--- src/rtl/hazard_control_unit_pkg.sv ---
// rtl/hazard_control_unit_pkg.sv - shared types and constants for the hazard control unit
// FSM encoding, XZR default and control-bundle bit positions shared with the pipeline top.
package hazard_control_unit_pkg;

   typedef enum logic [0:0] {
      ST_IDLE       = 1'b0,
      ST_LOAD_STALL = 1'b1
   } hcu_state_e;

   localparam int ZERO_REG_DEFAULT = 31;
   localparam int REM_W            = 4;

   // Control bundle layout, also used by the pipeline top to unpack the bundle
   localparam int CTL_PC_WE      = 5;
   localparam int CTL_IFID_WE    = 4;
   localparam int CTL_BUBBLE     = 3;
   localparam int CTL_IFID_FLUSH = 2;
   localparam int CTL_IDEX_FLUSH = 1;
   localparam int CTL_FREEZE     = 0;
   localparam int CTL_W          = 6;

   function automatic logic [CTL_W-1:0] ctl_default();
      logic [CTL_W-1:0] c;
      c = '0;
      c[CTL_PC_WE]   = 1'b1;
      c[CTL_IFID_WE] = 1'b1;
      return c;
   endfunction

endpackage

--- src/rtl/hazard_sat_counter.sv ---
// rtl/hazard_sat_counter.sv - saturating up-counter with synchronous clear
// Clear wins over hold but a same-cycle increment still counts, so clear+inc yields 1.
module hazard_sat_counter #(
   parameter int STAT_W = 16
) (
   input  logic              clk_i,
   input  logic              rst_ni,
   input  logic              inc_i,
   input  logic              clr_i,
   output logic [STAT_W-1:0] count_o
);

   logic [STAT_W-1:0] count_q;
   logic [STAT_W-1:0] count_d;

   always_comb begin
      count_d = count_q;
      if (clr_i) begin
         count_d = STAT_W'(inc_i);
      end else if (inc_i && (count_q != {STAT_W{1'b1}})) begin
         count_d = count_q + STAT_W'(1);
      end
   end

   always_ff @(posedge clk_i or negedge rst_ni) begin
      if (!rst_ni) begin
         count_q <= '0;
      end else begin
         count_q <= count_d;
      end
   end

   assign count_o = count_q;

endmodule

--- src/rtl/hazard_control_unit.sv ---
// rtl/hazard_control_unit.sv - load-use stall, branch flush and memory freeze control
// Outputs are combinational from FSM state and inputs; priority is mem_busy > branch_taken > load-use.
module hazard_control_unit
   import hazard_control_unit_pkg::*;
#(
   parameter int REG_ADDR_W      = 5,
   parameter int ZERO_REG        = ZERO_REG_DEFAULT,
   parameter int LOAD_USE_STALLS = 1,
   parameter int STAT_W          = 16
) (
   input  logic                  clock,
   input  logic                  reset,
   input  logic                  id_ex_mem_read,
   input  logic [REG_ADDR_W-1:0] id_ex_rd,
   input  logic [REG_ADDR_W-1:0] if_id_rn,
   input  logic [REG_ADDR_W-1:0] if_id_rm,
   input  logic                  if_id_uses_rn,
   input  logic                  if_id_uses_rm,
   input  logic                  branch_taken,
   input  logic                  mem_busy,
   input  logic                  stat_clear,
   output logic                  pc_write_en,
   output logic                  if_id_write_en,
   output logic                  id_ex_bubble,
   output logic                  if_id_flush,
   output logic                  id_ex_flush,
   output logic                  pipe_freeze,
   output logic [STAT_W-1:0]     stall_count
);

   if ((LOAD_USE_STALLS < 1) || (LOAD_USE_STALLS > 15)) begin : g_bad_stalls
      $error("hazard_control_unit: LOAD_USE_STALLS must be in 1..15");
   end

   localparam logic [REG_ADDR_W-1:0] ZERO_SPEC = REG_ADDR_W'(ZERO_REG);
   localparam logic [REM_W-1:0]      REM_INIT  = REM_W'(LOAD_USE_STALLS - 1);

   hcu_state_e       state_q, state_d;
   logic [REM_W-1:0] rem_q, rem_d;
   logic [CTL_W-1:0] ctl;
   logic             hazard;
   logic             stall;

   assign hazard = id_ex_mem_read && (id_ex_rd != ZERO_SPEC) &&
                   ((if_id_uses_rn && (id_ex_rd == if_id_rn)) ||
                    (if_id_uses_rm && (id_ex_rd == if_id_rm)));

   always_comb begin
      ctl     = ctl_default();
      state_d = state_q;
      rem_d   = rem_q;
      stall   = 1'b0;
      // Combinational outputs must not react to inputs while reset is held
      if (!reset) begin
         state_d = ST_IDLE;
         rem_d   = '0;
      end else if (mem_busy) begin
         ctl[CTL_FREEZE]  = 1'b1;
         ctl[CTL_PC_WE]   = 1'b0;
         ctl[CTL_IFID_WE] = 1'b0;
      end else if (branch_taken) begin
         ctl[CTL_IFID_FLUSH] = 1'b1;
         ctl[CTL_IDEX_FLUSH] = 1'b1;
         state_d             = ST_IDLE;
         rem_d               = '0;
      end else begin
         unique case (state_q)
            ST_IDLE: begin
               if (hazard) begin
                  stall = 1'b1;
                  if (LOAD_USE_STALLS > 1) begin
                     state_d = ST_LOAD_STALL;
                     rem_d   = REM_INIT;
                  end
               end
            end
            ST_LOAD_STALL: begin
               stall = 1'b1;
               rem_d = rem_q - REM_W'(1);
               if (rem_q == REM_W'(1)) begin
                  state_d = ST_IDLE;
               end
            end
            default: begin
               state_d = ST_IDLE;
               rem_d   = '0;
            end
         endcase
      end

      if (stall) begin
         ctl[CTL_PC_WE]   = 1'b0;
         ctl[CTL_IFID_WE] = 1'b0;
         ctl[CTL_BUBBLE]  = 1'b1;
      end
   end

   always_ff @(posedge clock or negedge reset) begin
      if (!reset) begin
         state_q <= ST_IDLE;
         rem_q   <= '0;
      end else begin
         state_q <= state_d;
         rem_q   <= rem_d;
      end
   end

   hazard_sat_counter #(
      .STAT_W (STAT_W)
   ) u_stat (
      .clk_i   (clock),
      .rst_ni  (reset),
      .inc_i   (stall),
      .clr_i   (stat_clear),
      .count_o (stall_count)
   );

   assign pc_write_en    = ctl[CTL_PC_WE];
   assign if_id_write_en = ctl[CTL_IFID_WE];
   assign id_ex_bubble   = ctl[CTL_BUBBLE];
   assign if_id_flush    = ctl[CTL_IFID_FLUSH];
   assign id_ex_flush    = ctl[CTL_IDEX_FLUSH];
   assign pipe_freeze    = ctl[CTL_FREEZE];

endmodule

--- config.mk ---
export PLATFORM = sky130hd
export DESIGN_NAME = hazard_control_unit
export DESIGN_NICKNAME = d
export VERILOG_FILES = /design/src/rtl/hazard_control_unit_pkg.sv /design/src/rtl/hazard_sat_counter.sv /design/src/rtl/hazard_control_unit.sv
export SDC_FILE = /design/constraint.sdc
export NUM_CORES = 1
export LEC_CHECK = 0
export CORE_MARGIN = 2
export CORE_UTILIZATION = 30
export DETAILED_ROUTE_END_ITERATION = 10
export GPL_TIMING_DRIVEN = 0
export SYNTH_ARGS = -nofsm -noshare
export SYNTH_HDL_FRONTEND = slang
export SYNTH_SLANG_ARGS = --single-unit
--- constraint.sdc ---
create_clock -name clock -period 3.5 [get_ports clock]
set_input_delay 0.35 -clock clock [delete_from_list [all_inputs] [get_ports clock]]
set_output_delay 0.35 -clock clock [all_outputs]
set_load 0.01 [all_outputs]
==> impl_metrics.yaml <==
pwr:
  ir_drop_v: 0.0001620
  finalPower_mw: 0.4701
  power.density_nw_per_um2: 242.4
  leakage_nw: 0.7325
cells_and_area:
  antenna_cells: 0
  design_area_um2: 1939
  area_delta_synth_final_pct: 38.89
  layout-drive-gt1-share: 0.07656
  num-nets-final: 236
  stdcell_count: 261
  fin_util: 0.4393
timing:
  whs_ns: 0.3072
  fin_ws_ns: 0.5421
  setup_violations: 0
  relSlewSlack: 0.2401
  timing.final.crit_share: 0.8451
  min_period_ns: 2.958
  setup_tns_ns: 0
  fin_skew_ns: 0.002978
  fmax_mhz: 338.1
  slew_violations: 0
  finalHoldViolations: 0
  max_slew.worst_pin.slew_ns: 1.138
  rsz0062_at_grt: "false"
detailed_routing:
  via_per_inst: 5.130
  wl_per_cell_um: 13.17
  first_pass_iters: 4
  drt-initial-drc-count: 78
  via_count: 1339
  antenna_left: 0
  drc: 0
  routed_wl_mm: 3.438
logic_synthesis:
  synth_enable_flop_cells: 0
  netlist_area_um2: 1396
  ys_types: 39
  ys_warn_count: 0
  synth_area_leaders: "dfrtp_1 (38%), xnor2_1 (6.9%), a21oi_1 (5.0%), o21ai_0 (4.3%), nand2_1 (3.5%)"
  syn_area_per_cell_um2: 8.619
  ys_async_sr_fraction: 1.000
  netlist_instances: 162
  ys_ff_latch: 21
  synth_top_area_cell: "dfrtp_1"
  synth_flop_cell: "dfrtp_1"
  synth_nets: 188
  synth.top_cell.area_share: 0.3763
  synth_common_cells: "dfrtp_1 (21), a21oi_1 (14), nand2_1 (13), o21ai_0 (12)"
  synth_seq_area_share: 0.3763
  yosysMostFrequentCell: "dfrtp_1"
clock_tree:
  clock_path_buffers: 2
  path_clk_slew_ns: 0.07
  cts_root_buf: "clkbuf_8"
  cts_tree: "yes"
  htreeDepth: 1
  clk_latency_ns: 0.26
  clock_sinks: 21
  cts-buffers-inserted: 3
  cts_setup_buffers: 0
global_routing:
  grt_pass1_vias: 1357
  track_usage: 0.1407
  antenna_found_initial: 0
  grt-busiest-layer: "met2"
  met1_usage: 0.1733
  grt_max_degree: 30
  grt_pass1_wl_mm: 5.892
  use_met3: 0.03333
  gr-total-overflow: 0
  met2_usage: 0.2467
worst_setup_path:
  r2r_slack_ns: 1.20
  rr_startpoint: "u_stat.count_o[0]"
  crit_buf_inv: 3
  crit_fanout: 29
  cp.required_ns: 3.15
  critPathKind: "input pin to output pin"
  path_common_cell: "nor2_1"
  worst_path_largest_cell_delay_ns: 0.83
  cp-start-kind: "input pin"
  critPathLaunch: "reset"
  worstReg2RegEnd: "u_stat.count_o[12]"
  path_cells: "dlymetal6s2s_1, nand2_1, nor2_1, nor2_1, buf_4, clkdlybuf4s50_1"
  end_kind: "output pin"
  endpoint: "pc_write_en"
  critical_path_arrival_ns: 2.61
  slowest_stage: "dlymetal6s2s_1"
  crit_family: "buffers and inverters"
  path_depth: 6
  worstRegToRegCells: 8
run:
  drv_cap: 0
die:
  die_area_um2: 5216
  initial_core_util: 0.3163
  core_area_um2: 4414
  placementRows: 24
  die_h_um: 72.23
  io-pin-count: 45
  die_w_um: 72.23
place:
  pre_cts_slack_ns: 0.06421
  dpl.hpwl_mm: 2.614
  numPlacedInstances: 257
  port_buffers: 43
  gp_congestion: 0.7864
  post_dp_cell_area_um2: 1892
hold_path:
  hold_path.class: "input pin to asynchronous set/reset pin"
outcome:
  outcome: "finished clean"
[kinds of logic (layout without fill, tap and decap cells)]
| group | after synthesis | count (layout) | synth area share |
|---|---|---|---|
| AO/OA/AOI/OAI | 36 | 36 | 0.1586 |
| buffers and inverters | 14 | 61 | 0.04928 |
| AND/OR/NAND/NOR | 72 | 72 | 0.2805 |
| flip-flops | 21 | 21 | 0.3763 |
| adder cells (fa/ha/maj) | 3 | 3 | 0.02688 |
| multiplexers | 5 | 5 | 0.03942 |
| XOR/XNOR | 11 | 11 | 0.06899 |
[state kept, by name, summed over array words and instances (netlist names)]
name and count:
rem_q 4, state_q 1, u_stat.count_o 16
[placed cells by master, fill, tap and decap left out, types with 2 or more instances in the layout]
cell type	synthesis	routed
nor2_1	11	11
clkdlybuf4s50_1	0	42
a21oi_1	14	14
nand3_1	7	7
o21ai_0	12	12
or2_2	2	2
dfrtp_1	21	21
and2_1	6	6
mux2_2	4	4
inv_1	7	7
or3_1	7	7
o31ai_1	2	2
nor4_1	3	3
nand4_1	6	6
xnor2_1	11	11
buf_4	2	2
clkbuf_8	0	3
nor3_1	5	5
ha_1	3	3
or4_1	2	2
nor2b_1	4	4
nand2_1	13	13
clkbuf_1	2	3
[repair_timing]
action	in CTS	in global routing
resized for setup	0	1
hold buffers	0	0
endpoints found under the setup margin	0	3
[power by group]
| group | total [mW] | leakage, nW | switching (mW) | internal [mW] |
|---|---|---|---|---|
| sequential | 0.243 | 0.294 | 0.000163 | 0.243 |
| clock | 0.158 | 0.0228 | 0.0773 | 0.0810 |
| combinational | 0.0692 | 0.416 | 0.0305 | 0.0387 |
[metal layers]
metal	vias to the layer above	share of wire
li1	674	-
met1	633	0.46
met2	30	0.50
met3	2	0.041
met4	0	0.0058
met5	-	0
[area by class of cell]
class | instances | area (µm²)
Fill cell | 459 | 2475
Inverter | 7 | 26.28
Multi-Input combinational cell | 127 | 802.0
Timing Repair Buffer | 43 | 432.9
Clock buffer | 4 | 45.04
Tap cell | 52 | 65.06
Sequential cell | 21 | 525.5
Buffer | 7 | 42.54
[worst min path at each step]
| stage | endpoint | slack, ns | depth (start not counted) |
|---|---|---|---|
| floorplan | rem_q[0] | 0.05 | 0 |
| CTS | state_q | 0.57 | 1 |
| global placement | state_q | 0.54 | 1 |
| finish | rem_q[3] | 0.31 | 1 |
| detailed placement | state_q | 0.55 | 1 |
| global route | rem_q[3] | 0.38 | 1 |
No activity file was read; power rests on OpenSTA's default activity.
